`src/rtl/mem_bus_arbiter.sv`:
```
// mem_bus_arbiter: hands the shared address/memory bus between the CPU control
// pipeline (default owner) and one external DMA requester.
//
// Ports:
//   clk              system clock, all state updates on the rising edge
//   reset            synchronous, active-high reset
//   cpu_bus_request  stage-2 control bit, high = CPU locks the bus this cycle
//   dma_req          DMA bus request (level, held until done)
//   dma_done         DMA finished (one-cycle pulse, only meaningful while granted)
//   dma_grant        DMA may drive the address/memory bus
//   cpu_stall        freeze the pipeline
//   addr_drive_cpu   CPU address sources may drive the address bus
//   addr_drive_dma   DMA address source may drive the address bus
//   dma_timeout      one-cycle pulse when a grant was cut off by MAX_BURST
//   burst_count      cycles elapsed in the current DMA grant (0 outside DMA)
//   arb_state        current state encoding (debug)
//
// All outputs decode registered state only; there is no combinational path
// from any input to any output.

module mem_bus_arbiter #(
   parameter int unsigned MAX_BURST = 16,
   parameter int unsigned CPU_MIN   = 4,
   parameter int unsigned CW        = 5
) (
   input  logic          clk,
   input  logic          reset,
   input  logic          cpu_bus_request,
   input  logic          dma_req,
   input  logic          dma_done,
   output logic          dma_grant,
   output logic          cpu_stall,
   output logic          addr_drive_cpu,
   output logic          addr_drive_dma,
   output logic          dma_timeout,
   output logic [CW-1:0] burst_count,
   output logic [1:0]    arb_state
);

   typedef enum logic [1:0] {
      StCpu     = 2'd0,
      StHandoff = 2'd1,
      StDma     = 2'd2,
      StReturn  = 2'd3
   } arb_state_e;

   localparam logic [CW-1:0] BurstLast = CW'(MAX_BURST - 1);
   localparam logic [CW-1:0] CpuMinVal = CW'(CPU_MIN);

   arb_state_e    state_q, state_d;
   logic [CW-1:0] burst_q, burst_d;
   logic [CW-1:0] holdoff_q, holdoff_d;
   logic          timeout_q, timeout_d;

   always_ff @(posedge clk) begin
      if (reset) begin
         state_q   <= StCpu;
         burst_q   <= '0;
         holdoff_q <= '0;
         timeout_q <= 1'b0;
      end else begin
         state_q   <= state_d;
         burst_q   <= burst_d;
         holdoff_q <= holdoff_d;
         timeout_q <= timeout_d;
      end
   end

   always_comb begin
      state_d   = state_q;
      burst_d   = burst_q;
      holdoff_d = holdoff_q;
      timeout_d = 1'b0;
      unique case (state_q)
         StCpu: begin
            burst_d = '0;
            if (holdoff_q != '0) holdoff_d = holdoff_q - 1'b1;
            // DMA may only enter when the CPU control word is not locking the bus
            // and the post-release CPU window has fully elapsed.
            if (dma_req && !cpu_bus_request && (holdoff_q == '0)) state_d = StHandoff;
         end
         StHandoff: begin
            burst_d = '0;
            state_d = dma_req ? StDma : StReturn;
         end
         StDma: begin
            if (dma_done || !dma_req || (burst_q == BurstLast)) begin
               state_d   = StReturn;
               burst_d   = '0;
               // Only a forced release counts as a timeout.
               timeout_d = !dma_done && dma_req;
            end else begin
               burst_d = burst_q + 1'b1;
            end
         end
         StReturn: begin
            burst_d   = '0;
            holdoff_d = CpuMinVal;
            state_d   = StCpu;
         end
         default: state_d = StCpu;
      endcase
   end

   always_comb begin
      dma_grant      = (state_q == StDma);
      addr_drive_dma = (state_q == StDma);
      addr_drive_cpu = (state_q == StCpu);
      cpu_stall      = (state_q != StCpu);
      dma_timeout    = timeout_q;
      burst_count    = burst_q;
      arb_state      = state_q;
   end

endmodule

```
`config.mk`:
```
export PLATFORM = sky130hd
export DESIGN_NAME = mem_bus_arbiter
export DESIGN_NICKNAME = d
export VERILOG_FILES = /design/src/rtl/mem_bus_arbiter.sv
export SDC_FILE = /design/constraint.sdc
export NUM_CORES = 1
export LEC_CHECK = 0
export CAP_MARGIN = 20
export CORE_MARGIN = 8
export CORE_UTILIZATION = 52
export DETAILED_ROUTE_END_ITERATION = 8
export DONT_BUFFER_PORTS = 1
export GPL_ROUTABILITY_DRIVEN = 0
export MAX_ROUTING_LAYER = met4
export PLACE_DENSITY = 0.68
export SYNTH_ARGS = -nofsm -noshare
export SYNTH_HDL_FRONTEND = slang
export SYNTH_SLANG_ARGS = --single-unit
```
`constraint.sdc`:
```
create_clock -name clk -period 1.5 [get_ports clk]
set_input_delay 0.45 -clock clk [delete_from_list [all_inputs] [get_ports clk]]
set_output_delay 0.45 -clock clk [all_outputs]
set_load 0.05 [all_outputs]
```
# Yosys cells after proc, flatten, opt, wreduce, memory -nomap -nowiden
# Cells that the tools add are included.
[word_totals]
word_cells = 40
in_bits = 5
register_bits = 13
out_inout_bits = 12
[classes]
bitwise = 2
n_mux = 8
eq_ne = 7
addsub = 2
n_reduce_logical = 17
[ops]
columns = ["operator", "n"]
rows = [
  ["5-bit case mux with 2 select lines", 2],
  ["5-bit 2-to-1 mux", 2],
  ["2-bit case mux with 4 select lines", 1],
  ["2-bit by 1-bit inequality test with 1-bit output (second input constant)", 3],
  ["3-bit OR reduction", 2],
  ["5-bit by 1-bit adder with 5-bit output (second input constant)", 1],
  ["5-bit by 4-bit equality test with 1-bit output (second input constant)", 1],
  ["5-bit logical NOT", 1],
  ["5-bit nonzero test", 1],
  ["5-bit by 1-bit subtractor with 5-bit output (second input constant)", 1],
  ["2-bit equality test (second input constant)", 2],
  ["2-bit 2-to-1 mux", 2],
  ["2-bit AND reduction", 2],
  ["2-bit nonzero test", 2],
  ["1-bit logical AND", 3],
  ["1-bit logical NOT", 3],
  ["2-bit by 1-bit equality test with 1-bit output (second input constant)", 1],
  ["2-bit logical NOT", 1],
  ["1-bit logical OR", 2],
  ["1-bit NOT", 2],
  ["1-bit 2-to-1 mux", 1],
]

# Depth between registers and ports, before layout
[depth]
depth_word = 5
mapped_depth = 7
depth_no_buf = 6

# Worst setup path after synthesis
# OpenSTA, ideal clock, no wires.
[synth_timing]
path_kind = "register -> output"
from = "register state_q[0] (netlist: arb_state[0])"
to = "output cpu_stall"
t_required_ps = 1050
setup_slack_ps = -779
stages_incl_launch_ff = 5
arrival_ps = 1829
n_path_buf = 1
path_cell_list = "dfxtp_1 > inv_1 > ha_1 > buf_6 > inv_1"
[synth_via]
elab_chain_len = 1
[synth_rtl]
columns = ["element", "line", "rtl"]
rows = [
  ["from (decl)", "50", "arb_state_e state_q, state_d;"],
  ["from (signal assigned)", "57", "state_q <= StCpu;"],
  ["from (signal assigned)", "62", "state_q <= state_d;"],
  ["2-bit nonzero test", "109", "cpu_stall = (state_q != StCpu);"],
  ["to (decl)", "32", "output logic cpu_stall,"],
]
# Every way passes these cells.

# Worst setup path in the final report
[layout_timing]
from = "register state_q[1] (netlist: arb_state[1])"
to = "output cpu_stall"
# Same word-level chain as after synthesis.

==> impl_metrics.env <==
export IMPL_status="finished with violations"
export IMPL_violations="negative setup slack"
export IMPL_cts_buffers=3
export IMPL_wl_um=1620
export IMPL_nFillCells=89
export IMPL_first_pass_iters=4
export IMPL_fp_row_count=13
export IMPL_synth_top_cell_area_share_pct=37.7
export IMPL_yosysTopAreaCell="dfxtp_1"
export IMPL_synth_most_common_cell="dfxtp_1"
export IMPL_final_cells=108
export IMPL_synthFlopType="dfxtp_1"
export IMPL_core_area_um2=1270
export IMPL_cts_sinks=13
export IMPL_ctsLongestPathBuffers=2
export IMPL_arrival_ns=1.12
export IMPL_max_cap_violations=0
export IMPL_antenna_found_initial=0
export IMPL_pre_cts_slack_ns=-0.0453
export IMPL_ys_seq_area_share_pct=37.7
export IMPL_synth_top_cells_by_count="dfxtp_1, nor2_1, inv_1"
export IMPL_die_w_um=52.4
export IMPL_syn_inst=75
export IMPL_grtUsageTotal_pct=13.0
export IMPL_avgViaCountPerCell=5.56
export IMPL_hp_class="primary input to register"
export IMPL_endpoint_kind="output port"
export IMPL_dieArea_um2=2750
export IMPL_drv_slew=0
export IMPL_ant_nets=0
export IMPL_hold_path_startpoint="reset"
export IMPL_portBuffers=0
export IMPL_fin_crit_sh_pct=105
export IMPL_start_util_pct=54.3
export IMPL_worst_slew_pin_transition_ns=0.475
export IMPL_dpl_hpwl_um=1210
export IMPL_dp_cells=101
export IMPL_worstPathMaxFanout=4
export IMPL_ys_top_cells_by_area="dfxtp_1, ha_1, nor2_1"
export IMPL_area_growth_pct=42.8
export IMPL_tritoncts="done"
export IMPL_synth_edf_count=0
export IMPL_r2r_start="burst_count[1]$_SDFF_PP0_"
export IMPL_route_detailed_drc=0
export IMPL_fin_skew_ns=0.0101
export IMPL_vias=601
export IMPL_peakVddDrop_mv=1.27
export IMPL_multiInputGateArea_um2=473
export IMPL_seq_area_um2=280
export IMPL_cts_root_buf="clkbuf_4"
export IMPL_grt_max_degree=9
export IMPL_clk_latency_ns=0.27
export IMPL_synth_distinct_cells=31
export IMPL_htree_num_levels=1
export IMPL_startpoint="arb_state[1]$_SDFFE_PP0P_"
export IMPL_rsz0062_at_grt="true"
export IMPL_path_class="register to output port"
export IMPL_layout_min_cycle_time_ns=1.57
export IMPL_syn_cell_area_um2=689
export IMPL_diodes=0
export IMPL_drive_gt1_share_pct=58.1
export IMPL_crit_path_start_kind="register"
export IMPL_finalWorstSetupSlack_ns=-0.0714
export IMPL_drt_iter0_drc=5
export IMPL_gr_total_overflow=0
export IMPL_setup_viol=8
export IMPL_avgRoutedWirePerCell_um=15.0
export IMPL_hold_viol_final=0
export IMPL_hold_buffers=0
export IMPL_clk_transition_reported_paths_ns=0.08
export IMPL_grt_pass1_vias=618
export IMPL_syn_area_per_cell_um2=9.19
export IMPL_postSynth_asyncResetShare_pct=0
export IMPL_die_h_um=52.4
export IMPL_relSlewSlack_pct=68.3
export IMPL_yosysWarnings=0
export IMPL_fin_nets=106
export IMPL_grt_pass1_wl_um=2680
export IMPL_power_total_mw=1.97
export IMPL_pwr_density_cell_nw_per_um2=2000
export IMPL_synth_nets=87
export IMPL_io_pins=17
export IMPL_fmaxAchievable_mhz=636
export IMPL_cp_required_ns=1.05
export IMPL_postSynthRegisterBits=13
export IMPL_p_leak_nw=0.396
==> worst paths after layout <==
| path | endpoint | slack (ns) | depth (start not counted) |
|---|---|---|---|
| max | cpu_stall | -0.07 | 4 |
| min | arb_state[0]$_SDFFE_PP0P_ | 0.23 | 1 |
| max reg2reg | arb_state[1]$_SDFFE_PP0P_ | -0.04 | 6 |
| min reg2reg | holdoff_q[4]$_SDFFE_PP0P_ | 0.49 | 1 |
==> state kept, by name, summed over array words and instances, names as in the netlist <==
signal	count
arb_state	2
holdoff_q	5
burst_count	5
dma_timeout	1
==> final cells by class <==
| type | count | area share, % |
|---|---|---|
| Clock buffer | 4 | 2.67 |
| Multi-Input combinational cell | 50 | 48.0 |
| Timing Repair Buffer | 17 | 14.6 |
| Inverter | 9 | 4.32 |
| Tap cell | 15 | 1.91 |
| Sequential cell | 13 | 28.5 |
==> per-stage QoR <==
step | utilization (%) | setup TNS, ns | hold slack [ns] | area (um^2)
CTS | 73.7 | -0.289 | 0.221 | 935
finish | 77.6 | -0.333 | 0.234 | 985
detailed placement | 69.0 | -0.0737 | 0.480 | 876
global route | 77.6 | -0.719 | 0.210 | 985
floorplan | - | -0.376 | 0.469 | 762
global placement | 69.0 | -0.00878 | 0.476 | 876
==> logic make-up (layout without fill, tap and decap cells) <==
kind of cell,count (synthesis),count (layout),share of synthesized area [%]
flops,13,13,37.7
fa+ha+maj,7,7,12.7
compound gates,11,11,12.9
simple gates,29,29,24.7
xor+xnor,3,3,3.81
buf+inv,12,30,8.17
==> report_power, final <==
part | total [mW] | internal, mW | switching (mW)
sequential | 0.477 | 0.414 | 0.0631
clock | 0.205 | 0.103 | 0.102
combinational | 1.29 | 0.593 | 0.698
==> timing repair <==
action	4_1_cts	5_1_grt
setup buffers	2	1
setup endpoints to repair	7	14
resized for setup	5	12
cloned	0	0
pin swaps	1	4
==> cell usage in the layout (no fill, tap or decap), drive strengths merged <==
master / n
nand2b: 2
nor4b: 1
clkinvlp: 1
clkbuf: 4
o311a: 1
nand2: 3
a21boi: 1
or3: 2
and3: 1
o22ai: 1
nor3: 1
ha: 7
buf: 17
or4: 1
nor2b: 1
xnor2: 2
xor2: 1
nand4: 1
a31o: 1
nand3: 4
o32a: 1
o31ai: 1
dfxtp: 13
o21ai: 1
a211oi: 1
a221oi: 1
nor2: 11
a21oi: 2
nand3b: 1
inv: 8
==> metal layers <==
metal	track usage [%]	up-vias	share of wire (%)	routed length [um]
met1	13.4	285	40	649
li1	-	296	-	-
met2	21.7	16	50	815
met3	6.53	4	7.8	126
met5	-	-	0	0
met4	2.59	0	1.5	25
==> worst max-delay path, cell delays in order, from the launching register on <==
cell and delay (ns):
dfxtp_4 0.37, inv_4 0.06, ha_4 0.18, clkinvlp_4 0.09, buf_6 0.15
Note: power is estimated with default switching activity, not from simulation.
